`config.mk`:
```
export PLATFORM = sky130hd
export DESIGN_NAME = ysyx_22041071_lsu
export DESIGN_NICKNAME = d
export VERILOG_FILES = /design/src/rtl/ysyx_22041071_lsu_pkg.sv /design/src/rtl/ysyx_22041071_lsu_align.sv /design/src/rtl/ysyx_22041071_lsu.sv
export SDC_FILE = /design/constraint.sdc
export NUM_CORES = 1
export LEC_CHECK = 0
export ABC_CLOCK_PERIOD_IN_PS = 3800
export CELL_PAD_IN_SITES_DETAIL_PLACEMENT = 1
export CELL_PAD_IN_SITES_GLOBAL_PLACEMENT = 1
export CORE_AREA = 2 2 262 264
export CTS_BUF_LIST = sky130_fd_sc_hd__clkbuf_8
export DETAILED_ROUTE_END_ITERATION = 10
export DIE_AREA = 0 0 264 266
export PLACE_DENSITY = 0.79
export SLEW_MARGIN = 10
export SYNTH_ARGS = -nofsm -noshare
export SYNTH_HDL_FRONTEND = slang
export SYNTH_SLANG_ARGS = --single-unit
```
`constraint.sdc`:
```
create_clock -name clk -period 3.8 [get_ports clk]
set_input_delay 0.76 -clock clk [delete_from_list [all_inputs] [get_ports clk]]
set_output_delay 0.76 -clock clk [all_outputs]
set_load 0.02 [all_outputs]
```
`src/rtl/ysyx_22041071_lsu_pkg.sv`:
```
`default_nettype none
// =====================================================================
// ysyx_22041071_lsu_pkg -- shared funct3 codes, FSM states, base addr
// Rev 1.0
// =====================================================================
package ysyx_22041071_lsu_pkg;

   localparam logic [63:0] LSU_MEM_BASE = 64'h8000_0000;

   localparam logic [2:0] F3_LB  = 3'b000;
   localparam logic [2:0] F3_LH  = 3'b001;
   localparam logic [2:0] F3_LW  = 3'b010;
   localparam logic [2:0] F3_LD  = 3'b011;
   localparam logic [2:0] F3_LBU = 3'b100;
   localparam logic [2:0] F3_LHU = 3'b101;
   localparam logic [2:0] F3_LWU = 3'b110;

   localparam logic [2:0] F3_SB  = 3'b000;
   localparam logic [2:0] F3_SH  = 3'b001;
   localparam logic [2:0] F3_SW  = 3'b010;
   localparam logic [2:0] F3_SD  = 3'b011;

   typedef enum logic [1:0] {
      ST_IDLE = 2'd0,
      ST_REQ  = 2'd1,
      ST_WAIT = 2'd2
   } lsu_state_t;

   // Doubleword and unsigned-word accesses do not exist on a 32-bit datapath.
   function automatic logic lsu_misaligned(input logic [2:0] funct3,
                                           input logic [2:0] addr_lo,
                                           input logic       xlen64);
      logic [2:0] low_mask;
      case (funct3[1:0])
         2'd0:    low_mask = 3'b000;
         2'd1:    low_mask = 3'b001;
         2'd2:    low_mask = 3'b011;
         default: low_mask = 3'b111;
      endcase
      return (|(addr_lo & low_mask)) ||
             (!xlen64 && ((funct3[1:0] == 2'd3) || (funct3 == F3_LWU)));
   endfunction

endpackage
`default_nettype wire

```
`src/rtl/ysyx_22041071_lsu_align.sv`:
```
`default_nettype none
// =====================================================================
// ysyx_22041071_lsu_align -- byte-lane shift, strobes, load extension
// Rev 1.0
// =====================================================================
module ysyx_22041071_lsu_align
   import ysyx_22041071_lsu_pkg::*;
#(
   parameter int XLEN = 64
) (
   input  logic [2:0]                  funct3,
   input  logic [$clog2(XLEN/8)-1:0]   lane_raw,
   input  logic [XLEN-1:0]             wdata,
   input  logic [XLEN-1:0]             rdata,
   output logic [XLEN/8-1:0]           wstrb,
   output logic [XLEN-1:0]             wdata_out,
   output logic [XLEN-1:0]             rdata_out
);
   localparam int NB = XLEN / 8;
   localparam int LW = $clog2(NB);

   logic [1:0]      size_log2;
   logic [LW-1:0]   low_bits;
   logic [LW-1:0]   lane;
   logic [NB-1:0]   size_mask;
   logic [XLEN-1:0] shifted;

   always_comb begin
      size_log2 = funct3[1:0];
      if (XLEN == 32 && size_log2 == 2'd3) size_log2 = 2'd2;

      size_mask = NB'(8'h01);
      case (size_log2)
         2'd0: size_mask = NB'(8'h01);
         2'd1: size_mask = NB'(8'h03);
         2'd2: size_mask = NB'(8'h0F);
         2'd3: size_mask = NB'(8'hFF);
      endcase

      // Misaligned addresses are rounded down to the access size.
      low_bits  = LW'((4'd1 << size_log2) - 4'd1);
      lane      = lane_raw & ~low_bits;

      wstrb     = size_mask << lane;
      wdata_out = wdata << {lane, 3'b000};
      shifted   = rdata >> {lane, 3'b000};

      case (funct3)
         F3_LB:   rdata_out = XLEN'(signed'(shifted[7:0]));
         F3_LH:   rdata_out = XLEN'(signed'(shifted[15:0]));
         F3_LW:   rdata_out = XLEN'(signed'(shifted[31:0]));
         F3_LBU:  rdata_out = XLEN'(shifted[7:0]);
         F3_LHU:  rdata_out = XLEN'(shifted[15:0]);
         F3_LWU:  rdata_out = XLEN'(shifted[31:0]);
         default: rdata_out = shifted;
      endcase
   end

endmodule
`default_nettype wire

```
`src/rtl/ysyx_22041071_lsu.sv`:
```
`default_nettype none
// =====================================================================
// ysyx_22041071_lsu -- load/store unit; option YSYX_22041071_MISALIGN_EXC_EN
// Rev 1.0
// =====================================================================
module ysyx_22041071_lsu
   import ysyx_22041071_lsu_pkg::*;
#(
   parameter int          XLEN     = 64,
   parameter int          ADDR_W   = 64,
   parameter logic [63:0] MEM_BASE = LSU_MEM_BASE
) (
   input  logic                clk,
   input  logic                reset,
   input  logic                in_valid,
   output logic                in_ready,
   input  logic [ADDR_W-1:0]   in_pc,
   input  logic [31:0]         in_ins,
   input  logic                in_ld,
   input  logic                in_st,
   input  logic                in_reg_w_en,
   input  logic [4:0]          in_rd,
   input  logic [XLEN-1:0]     in_addr,
   input  logic [XLEN-1:0]     in_wdata,
   output logic                out_valid,
   input  logic                out_ready,
   output logic [ADDR_W-1:0]   out_pc,
   output logic [31:0]         out_ins,
   output logic                out_reg_w_en,
   output logic [4:0]          out_rd,
   output logic [XLEN-1:0]     out_wb_data,
   output logic                out_misalign,
   output logic                fwd_reg_w_en,
   output logic [4:0]          fwd_rd,
   output logic [XLEN-1:0]     fwd_data,
   output logic                mem_req_valid,
   input  logic                mem_req_ready,
   output logic                mem_req_wen,
   output logic [ADDR_W-1:0]   mem_req_addr,
   output logic [XLEN-1:0]     mem_req_wdata,
   output logic [XLEN/8-1:0]   mem_req_wstrb,
   input  logic                mem_rsp_valid,
   input  logic [XLEN-1:0]     mem_rsp_rdata
);
   localparam int NB = XLEN / 8;
   localparam int LW = $clog2(NB);

   lsu_state_t        state, state_nxt;
   logic [ADDR_W-1:0] op_pc;
   logic [31:0]       op_ins;
   logic              op_ld, op_st, op_reg_w_en;
   logic [4:0]        op_rd;
   logic [XLEN-1:0]   op_addr, op_wdata;

   logic              accept, is_mem, in_misalign, early_done, rsp_done;
   logic [XLEN-1:0]   load_data;
   logic [ADDR_W-1:0] rel_addr;

   assign in_ready   = (state == ST_IDLE) && (!out_valid || out_ready);
   assign accept     = in_valid && in_ready;
   assign is_mem     = in_ld || in_st;
`ifdef YSYX_22041071_MISALIGN_EXC_EN
   assign in_misalign = is_mem && lsu_misaligned(in_ins[14:12], in_addr[2:0], XLEN == 64);
`else
   assign in_misalign = 1'b0;
`endif
   assign early_done = accept && (!is_mem || in_misalign);
   assign rsp_done   = (state == ST_WAIT) && mem_rsp_valid;

   always_ff @(posedge clk or negedge reset) begin
      if (!reset) state <= ST_IDLE;
      else        state <= state_nxt;
   end

   always_comb begin
      state_nxt = state;
      case (state)
         ST_IDLE: if (accept && is_mem && !in_misalign) state_nxt = ST_REQ;
         ST_REQ:  if (mem_req_ready) state_nxt = ST_WAIT;
         ST_WAIT: if (mem_rsp_valid) state_nxt = ST_IDLE;
         default: state_nxt = ST_IDLE;
      endcase
   end

   // Captured operands keep the request stable while upstream moves on.
   always_ff @(posedge clk or negedge reset) begin
      if (!reset) begin
         op_pc       <= '0;
         op_ins      <= '0;
         op_ld       <= 1'b0;
         op_st       <= 1'b0;
         op_reg_w_en <= 1'b0;
         op_rd       <= '0;
         op_addr     <= '0;
         op_wdata    <= '0;
      end else if (accept) begin
         op_pc       <= in_pc;
         op_ins      <= in_ins;
         op_ld       <= in_ld;
         op_st       <= in_st;
         op_reg_w_en <= in_reg_w_en;
         op_rd       <= in_rd;
         op_addr     <= in_addr;
         op_wdata    <= in_wdata;
      end
   end

   always_ff @(posedge clk or negedge reset) begin
      if (!reset) begin
         out_valid    <= 1'b0;
         out_pc       <= '0;
         out_ins      <= '0;
         out_reg_w_en <= 1'b0;
         out_rd       <= '0;
         out_wb_data  <= '0;
      end else begin
         if (out_valid && out_ready) out_valid <= 1'b0;
         if (early_done) begin
            out_valid    <= 1'b1;
            out_pc       <= in_pc;
            out_ins      <= in_ins;
            out_reg_w_en <= in_reg_w_en && !in_misalign;
            out_rd       <= in_rd;
            out_wb_data  <= in_addr;
         end else if (rsp_done) begin
            out_valid    <= 1'b1;
            out_pc       <= op_pc;
            out_ins      <= op_ins;
            out_reg_w_en <= op_reg_w_en;
            out_rd       <= op_rd;
            out_wb_data  <= op_ld ? load_data : op_addr;
         end
      end
   end

`ifdef YSYX_22041071_MISALIGN_EXC_EN
   always_ff @(posedge clk or negedge reset) begin
      if (!reset)          out_misalign <= 1'b0;
      else if (early_done) out_misalign <= in_misalign;
      else if (rsp_done)   out_misalign <= 1'b0;
   end
`else
   assign out_misalign = 1'b0;
`endif

   always_comb begin
      if (state != ST_IDLE) begin
         fwd_reg_w_en = op_reg_w_en && !op_ld;
         fwd_rd       = op_rd;
         fwd_data     = op_addr;
      end else begin
         fwd_reg_w_en = out_valid && out_reg_w_en;
         fwd_rd       = out_rd;
         fwd_data     = out_wb_data;
      end
   end

   assign rel_addr      = ADDR_W'(op_addr) - ADDR_W'(MEM_BASE);
   assign mem_req_addr  = {rel_addr[ADDR_W-1:LW], {LW{1'b0}}};
   assign mem_req_valid = (state == ST_REQ);
   assign mem_req_wen   = op_st;

   ysyx_22041071_lsu_align #(
      .XLEN (XLEN)
   ) u_align (
      .funct3    (op_ins[14:12]),
      .lane_raw  (op_addr[LW-1:0]),
      .wdata     (op_wdata),
      .rdata     (mem_rsp_rdata),
      .wstrb     (mem_req_wstrb),
      .wdata_out (mem_req_wdata),
      .rdata_out (load_data)
   );

endmodule
`default_nettype wire

```
==> flow_metrics.tcl, run 1 <==
set metrics [dict create \
    n_fill_cell 7541 \
    dieWidth_microns 264 \
    worstSetupPathDepth 8 \
    cts-hold-fix-buffers 0 \
    synth_area_sq_mm 0.0214 \
    coreArea_sq_mm 0.0677 \
    grt_pass1_wl_microns 146000 \
    yosys-top-cells-area "dfrtp_1, mux2_2, nand2_1, nor2_1, a22oi_1" \
    first_iter_violations 1412 \
    crit_buf_inv 2 \
    r2r-end "out_wb_data[28]" \
    die_area_sq_mm 0.0702 \
    rsz0062_at_grt "true" \
    clock.fmax_ghz 0.258 \
    ys_warn_count 0 \
    drc 0 \
    seqCellArea_sq_mm 0.0100 \
    worstMarginPinSlew_ps 1140 \
    grt_remaining_overflow 0 \
    rr_worst_depth 10 \
    drv_slew 0 \
    synthArstFlopShare_pct 100 \
    holdWs_ps 136 \
    ctsLongestPathBuffers 3 \
    antenna_left 0 \
    layout.nets 3139 \
    synth_edf_count 0 \
    vias 20493 \
    synth_top_area_share_pct 46.9 \
    cap_violations 0 \
    portBuffers 674 \
    synth_ff_type "dfrtp_1" \
    synth_largest_area_cell "dfrtp_1" \
    gp_congestion 0.939 \
    startpoint "op_addr[34]" \
    crit_family "simple AND/OR/NAND/NOR gates" \
    synthCells 2174 \
    drive_gt1_share_pct 21.0 \
    fin_crit_ps 3880 \
    setup_viol 6 \
    seq_area_frac_synth_pct 46.9 \
    end_kind "output pin" \
    max-slew-margin-rel_pct 24.3 \
    rows 96 \
    fin_cells 3789 \
    first_pass_iters 5 \
    critPathMaxFanout 4 \
    reg2reg_slack_ps 450 \
    critPathLaunchType "register" \
    ir_worst_vdd_v 0.000574 \
    power.total_mw 32.8 \
    place.detailed.hpwl_microns 72700 \
    clk_pin_slew_worst_paths_ps 60 \
    dpl.cell_count 3624 \
    io_pins 679 \
    grt_max_degree 152 \
    cts_buffers 76 \
    grtUsageTotal_pct 27.5 \
    synth.distinct_cells 64 \
    final_area_sq_mm 0.0312 \
    worstSetupPathType "reg -> out" \
    antenna_found_initial 23 \
    min_path_type "in -> async" \
    hold_viol_final 0 \
    setup.worst_path.end "mem_req_addr[63]" \
    power.density_mw_per_mm2 1050 \
    clk_latency_ps 680 \
    grt_pass1_vias 22462 \
    placed_cell_area_sq_mm 0.0293 \
    crit_top_cell "or4_4" \
    ys_ff_latch 401 \
    cts_tree "done" \
    worst_path_largest_cell_delay_ps 570 \
    die_y_microns 266 \
    clock_skew_ps 29.2 \
    slowest_stage "or4_4" \
    violations "negative setup slack" \
    wire_per_inst_microns 26.1 \
    initial_core_util_pct 31.6 \
    p_leak_nw 14.0 \
    routed_wl_microns 99100 \
    syn2layout_area_growth_pct 45.7 \
    cts.sinks 401 \
    rr_startpoint "op_ins[13]" \
    crit_chain "or4_4, or4_4, nand2b_4, nor3_4, buf_6, nand3b_1, xnor2_1, buf_4" \
    outcome "finished with violations" \
    syn_avg_cell_area_sq_um 9.84 \
    vias_per_cell 5.41 \
    ctsHtreeMaxLevel 3 \
    cts-root-buf "clkbuf_8" \
    crit_arrival_ps 3120 \
    crit_required_ps 3040 \
    multi_input_area_sq_mm 0.0107 \
    finalWorstSetupSlack_ps -76.7 \
    fin_crit_sh_pct 102 \
]
## through the flow
step | utilization [%] | TNS [ps] | setup WS, ps
floorplan | - | 0 | 724
detailed placement | 43.2 | 0 | 84.8
global route | 46.0 | -1030 | -179
finish | 46.0 | -192 | -76.7
CTS | 45.8 | -468 | -115
global placement | 43.2 | 0 | 90.5
## cell usage in the layout, fill, tap and decap left out, types with 7 or more instances in the layout
cell type,instances
inv_1,39
buf_4,85
mux4_2,18
nand2_1,419
dlymetal6s2s_1,11
and2_1,12
a22oi_1,100
a221oi_1,21
clkbuf_8,93
and3_1,28
o31ai_1,19
o22ai_1,12
a21oi_1,96
nand3_1,16
nand2b_1,7
nor3_1,10
mux2_2,297
dfrtp_1,396
a31oi_1,7
diode_2,17
nor2_1,229
clkdlybuf4s50_1,604
a211oi_1,8
xnor2_1,8
a211o_1,9
dlygate4sd2_1,37
mux2i_1,68
buf_12,18
nor2_4,8
xor2_1,16
o21ai_0,63
## worst min-delay path by stage
stage / to / cells past startpoint
detailed placement: out_pc[33] / 2
global route: out_wb_data[6] / 1
CTS: out_wb_data[6] / 1
finish: op_pc[58] / 1
floorplan: mem_req_wen / 0
global placement: out_ins[17] / 2
## synth_stat cells (all sizes together), types with 15 or more instances
master and instances:
a221oi 21, buf 70, nor3 19, inv 15
xor2 17, o31ai 19, o21ai 64, nor2 239
nand2 428, mux2 297, dfrtp 401, clkbuf 120
mux4 18, a22oi 100, and3 28, nand3 17
mux2i 73, a21oi 96
## layout make-up
| class | instances | share of cell area (%) |
|---|---|---|
| Sequential cell | 401 | 32.2 |
| Tap cell | 882 | 3.54 |
| Timing Repair Buffer | 770 | 24.4 |
| Multi-Input combinational cell | 1572 | 34.5 |
| Clock inverter | 39 | 0.931 |
| Antenna cell | 17 | 0.136 |
| Inverter | 15 | 0.181 |
| Clock buffer | 93 | 4.11 |
## flip-flops by register name, summed over array words and instances (netlist names)
name / cells
out_pc: 64
op_ins: 32
out_rd: 5
out_valid: 1
state: 2
op_ld: 1
out_wb_data: 64
out_ins: 32
op_wdata: 64
op_reg_w_en: 1
op_pc: 64
mem_req_wen: 1
op_addr: 64
op_rd: 5
out_reg_w_en: 1
## cells by family (layout without fill, tap and decap cells)
family	Yosys count	after routing	synth area share, %
other	1	21	0.0175
and+or+nand+nor	782	783	15.2
buffers and inverters	205	917	4.32
xor gates and xnor gates	30	30	1.26
muxes	388	388	20.9
DFF	401	401	46.9
AOI/OAI and AO/OA	366	366	11.3
adders and majority gates	1	1	0.0585
## metal layers
layer / vias to the layer above / GRT usage [%] / part of all wire [%]
met1: 10488 / 31.6 / 38
met2: 847 / 48.5 / 51
met3: 219 / 6.77 / 6.8
li1: 8925 / - / -
met4: 14 / 12.5 / 4.3
met5: - / 0 / 0.097
## report_power, final
| part | switching (mW) | internal (mW) |
|---|---|---|
| logic | 11.1 | 8.81 |
| registers | 2.03 | 6.36 |
| clock network | 2.05 | 2.44 |
| total | 15.2 | 17.6 |
## repair_timing
action / in CTS / in global routing
pin swaps: 7 / 11
gates cloned: 1 / 0
buffers inserted: 10 / 5
resized for setup: 131 / 56
setup endpoints to repair: 86 / 31
hold endpoints to repair: 0 / 0
Power figures use the tool's default switching activity.
==> run 2: changes to the inputs <==
GPL_TIMING_DRIVEN = 0   (was unset)
==> run 2 against run 1 <==
Against the previous run: the flow still finishes with violations (negative setup slack); hold slack better by 340 ps; count of clock-buffer cells in the layout unchanged; clock power is 1% higher; die area stayed put; critical endpoint is now mem_req_addr[61]; via count is 4.4% higher.
==> flow_metrics.tcl, run 2 (same netlist as run 1, synthesis figures left out) <==
set metrics [dict create \
    setup_viol 3 \
    vias_per_cell 5.47 \
    outcome "finished with violations" \
    portBuffers 674 \
    cts-root-buf "clkbuf_8" \
    rr_startpoint "state[1]" \
    coreArea_sq_mm 0.0677 \
    antenna_left 0 \
    ctsHtreeMaxLevel 3 \
    dieWidth_microns 264 \
    ir_worst_vdd_v 0.000587 \
    crit_chain "or4_4, or4_4, nand2b_4, nor3_4, buf_6, nand2_4, xnor2_2, buf_4" \
    drc 0 \
    die_area_sq_mm 0.0702 \
    layout_commonest_cell "clkdlybuf4s50_1" \
    worstMarginPinSlew_ps 1230 \
    wl_met2_microns 54000 \
    final_cell_mix "clkdlybuf4s50_1, nand2_1, dfrtp_1" \
    fin_crit_ps 3860 \
    rows 96 \
    first_iter_violations 1598 \
    layout.nets 3258 \
    crit_top_cell "or4_4" \
    initial_core_util_pct 31.6 \
    place.detailed.hpwl_microns 84400 \
    fin_cells 3913 \
    syn2layout_area_growth_pct 48.1 \
    hold_path.startpoint "out_pc[50]" \
    clk_latency_ps 690 \
    crit_arrival_ps 3100 \
    clock_skew_ps 49.0 \
    violations "negative setup slack" \
    first_pass_iters 7 \
    dpl.cell_count 3737 \
    clock.fmax_ghz 0.259 \
    rsz0062_at_grt "true" \
    slowest_stage "or4_4" \
    worst_path_largest_cell_delay_ps 580 \
    fin_crit_sh_pct 102 \
    power.density_mw_per_mm2 1070 \
    drive_gt1_share_pct 22.5 \
    cts_buffers 76 \
    power.total_mw 33.9 \
    max-slew-margin-rel_pct 17.7 \
    routed_wl_microns 110000 \
    io_pins 679 \
    end_kind "output pin" \
    antenna_found_initial 25 \
    grt_remaining_overflow 0 \
    grt_max_degree 106 \
    worstSetupPathType "reg -> out" \
    critPathMaxFanout 5 \
    gp_congestion 0.923 \
    n_fill_cell 7569 \
    wl_met3_microns 8000 \
    place_ws_ps -619 \
    p_leak_nw 14.1 \
    grt_pass1_vias 23194 \
    grt_pass1_wl_microns 157000 \
    clk_pin_slew_worst_paths_ps 60 \
    grtUsageTotal_pct 30.4 \
    vias 21393 \
    startpoint "op_addr[37]" \
    crit_required_ps 3040 \
    die_y_microns 266 \
    wl_met1_microns 42400 \
    finalWorstSetupSlack_ps -63.4 \
    cts.sinks 401 \
    hold_viol_final 0 \
    drv_slew 0 \
    wire_per_inst_microns 28.1 \
    maxUsedRoutingLayer "met5" \
    cts_tree "done" \
    critPathLaunchType "register" \
    min_path_type "reg -> reg" \
    ctsLongestPathBuffers 3 \
    cap_violations 0 \
]
-- run 2: changes by cell type in the layout (fill, tap and decap cells not counted), moves of 7 or more --
cell	change
clkbuf_1	+93
o21ai_0	-12
o21ai_1	+8
buf_2	+25
buf_12	-14
dlymetal6s2s_1	-8
mux2i_1	-11
mux2i_4	+10
clkdlybuf4s15_2	+14
clkinv_2	+7
clkdlybuf4s50_1	-22
buf_4	-8
clkbuf_2	+7
-- run 2: worst paths after layout --
| kind | end | slack (ps) | depth (start not counted) |
|---|---|---|---|
| worst max-delay path | mem_req_addr[61] | -60 | 8 |
| worst min-delay path | out_pc[50] | 470 | 2 |
| worst max register to register | out_pc[22] | 410 | 8 |
| worst min register to register | out_pc[50] | 470 | 2 |
| max in group asynchronous | op_addr[61] | 1880 | 4 |
| min in group asynchronous | op_pc[44] | 560 | 2 |
-- run 2: cell type report --
class                      instances  area, sq um  area share [%]
clock buffer                      93         1280            4.04
antenna                           15         37.5           0.118
timing repair buffer             706         6940            21.9
multi-input combinational       1571        10800            34.2
clock inverter                    46          325            1.03
sequential                       401        10000            31.7
inverter                          15         56.3           0.178
buffer                           184         1060            3.36
tap                              882         1100            3.48
-- run 2: power breakdown --
group          total [mW]  leakage [nW]  internal [mW]  switching [mW]
Clock                4.54         0.928           2.45            2.09
Sequential           8.47          4.84           6.37            2.11
Combinational        20.8          8.31           8.96            11.9
-- run 2: timing repair --
action | CTS | global route
gates cloned | 0 | 0
resized for setup | 394 | 49
pin swaps | 7 | 4
setup buffers | 21 | 6
endpoints found under the hold margin | 39 | 0
hold buffers | 1 | 0
endpoints found under the setup margin | 243 | 65
-- run 2: worst max-delay path: cells and delay by family, from the launching register on --
kind,cells,cell delay [ps]
xor gates and xnor gates,1,170
buffers and inverters,2,340
and+or+nand+nor,5,1530
DFF,1,420
-- run 2: metrics by stage --
| step | TNS (ps) | hold WS (ps) | cell area [sq um] | utilization [%] |
|---|---|---|---|---|
| floorplan | 0 | 464 | 21400 | - |
| global placement | -6500340 | 460 | 29300 | 43.2 |
| detailed placement | -57760 | 465 | 29400 | 43.4 |
| CTS | -169 | 479 | 31600 | 46.6 |
| global route | -699 | 495 | 31700 | 46.8 |
| finish | -96.6 | 474 | 31700 | 46.8 |
-- run 2: layer usage --
layer,vias to the layer above,track usage (%)
met5,-,0
met2,1021,52.2
li1,9200,-
met3,275,6.68
met4,20,15.1
met1,10877,35.9
==> run 3: changes to the inputs <==
MAX_ROUTING_LAYER = met4   (was unset)
==> run 3 against run 2 <==
Against the previous run: the run still ends with negative setup slack left; sequential power barely moved; final cell count is essentially flat; non-clock buffer count down 4; worst setup slack lost 82 ps; largest cell class unchanged; highest routed layer is now met4.
==> flow_metrics.tcl, run 3 (same netlist as run 1, synthesis figures left out) <==
set metrics [dict create \
    end_kind "output pin" \
    setup_viol 7 \
    antenna_left 0 \
    seqCellArea_sq_mm 0.0100 \
    grt_use_met3_pct 6.61 \
    crit_buf_inv 2 \
    layout.nets 3253 \
    outcome "finished with violations" \
    crit_arrival_ps 3190 \
    dieWidth_microns 264 \
    antenna_found_initial 22 \
    met1_usage_pct 36.4 \
    hold_viol_final 0 \
    die_area_sq_mm 0.0702 \
    reg2reg_slack_ps 270 \
    initial_core_util_pct 31.6 \
    drv_slew 0 \
    cts_buffers 75 \
    io_pins 679 \
    cap_violations 0 \
    layout_commonest_cell "clkdlybuf4s50_1" \
    power.total_mw 33.8 \
    die_y_microns 266 \
    wire_per_inst_microns 27.8 \
    clock_skew_ps 61.7 \
    first_pass_iters 5 \
    rsz0062_at_grt "true" \
    max-slew-margin-rel_pct 22.7 \
    drc 0 \
    grt_remaining_overflow 0 \
    vias_per_cell 5.43 \
    routed_wl_microns 109000 \
    cts-root-buf "clkbuf_8" \
    cts_tree "done" \
    final_area_sq_mm 0.0317 \
    critPathLaunchType "register" \
    final_cell_mix "clkdlybuf4s50_1, nand2_1, dfrtp_1" \
    gp_congestion 0.937 \
    fin_crit_sh_pct 104 \
    crit_required_ps 3040 \
    slowest_stage "or4_4" \
    grt_pass1_vias 22577 \
    vias 21260 \
    ir_worst_vdd_v 0.000557 \
    portBuffers 674 \
    worstSetupPathType "reg -> out" \
    use_met2_pct 51.7 \
    n_fill_cell 7589 \
    min_path_type "reg -> reg" \
    p_leak_nw 14.0 \
    crit_family "simple AND/OR/NAND/NOR gates" \
    multi_input_area_sq_mm 0.0110 \
    worst_path_largest_cell_delay_ps 580 \
    grtUsageTotal_pct 30.9 \
    syn2layout_area_growth_pct 48.2 \
    violations "negative setup slack" \
    final_util_pct 46.8 \
    drive_gt1_share_pct 23.4 \
    placed_cell_area_sq_mm 0.0294 \
    fin_crit_ps 3950 \
    crit_chain "or4_4, or4_4, nand2b_4, nor3_4, buf_4, nand2_4, xnor2_2, buf_4" \
    clock.fmax_ghz 0.253 \
    rows 96 \
    critPathMaxFanout 5 \
    grt_pass1_wl_microns 155000 \
    coreArea_sq_mm 0.0677 \
    cts.sinks 401 \
    worstMarginPinSlew_ps 1160 \
    finalWorstSetupSlack_ps -146 \
    first_iter_violations 1631 \
    top_usage_layer "met2" \
    clk_latency_ps 710 \
    place.detailed.hpwl_microns 83700 \
    grt_max_degree 100 \
    power.density_mw_per_mm2 1070 \
    clk_pin_slew_worst_paths_ps 60 \
    ctsLongestPathBuffers 3 \
    ctsHtreeMaxLevel 3 \
]
==> run 3: area by class of cell <==
class / instances / area share [%]
clock inverter: 34 / 0.785
buffer: 184 / 3.24
sequential: 401 / 31.7
timing repair buffer: 702 / 21.6
antenna: 23 / 0.181
tap: 882 / 3.48
inverter: 15 / 0.178
multi-input combinational: 1571 / 34.5
clock buffer: 100 / 4.34
==> run 3: worst register-to-register path, cell delays in order (launching register included) <==
cell	delay [ps]
dfrtp_1	430
nor2_4	310
nand3_1	480
nor3_1	360
clkbuf_1	640
buf_2	480
buf_1	500
a22oi_1	180
nand2_1	110
==> run 3: layer usage <==
layer	wire length (microns)	up-vias
met5	0	-
met3	7050	239
met4	4410	0
met2	53900	908
li1	-	9188
met1	43200	10925
==> run 3: where the power goes <==
group | switching (mW) | internal, mW | leakage, nW
sequential | 2.14 | 6.36 | 4.84
clock | 2.08 | 2.51 | 0.914
combinational | 11.8 | 8.88 | 8.23
==> run 3: timing repair <==
action,4_1_cts,5_1_grt
hold buffers,1,0
setup buffers,14,9
hold endpoints to repair,50,0
pin swaps,12,5
endpoints found under the setup margin,230,60
cloned,0,0
resized for setup,422,81
==> run 3: stage by stage <==
step | setup WS [ps] | hold WS, ps | cells | TNS [ps]
2_1_floorplan | 724 | 464 | 2177 | 0
3_3_place_gp | -16110 | 459 | 3733 | -6493270
3_5_place_dp | -555 | 463 | 3737 | -47590
4_1_cts | -179 | 482 | 3881 | -801
5_1_grt | -248 | 507 | 3911 | -1520
6_report | -146 | 478 | 3912 | -569
==> run 3: worst paths after layout <==
| path | cells after the start | from | end |
|---|---|---|---|
| worst max-delay path | 8 | op_addr[37] | mem_req_addr[61] |
| worst min-delay path | 2 | out_ins[19] | out_ins[19] |
| worst max register to register | 8 | state[1] | out_pc[46] |
| worst min register to register | 2 | out_ins[19] | out_ins[19] |
| max in group asynchronous | 4 | reset | op_addr[31] |
| min in group asynchronous | 2 | reset | op_pc[49] |
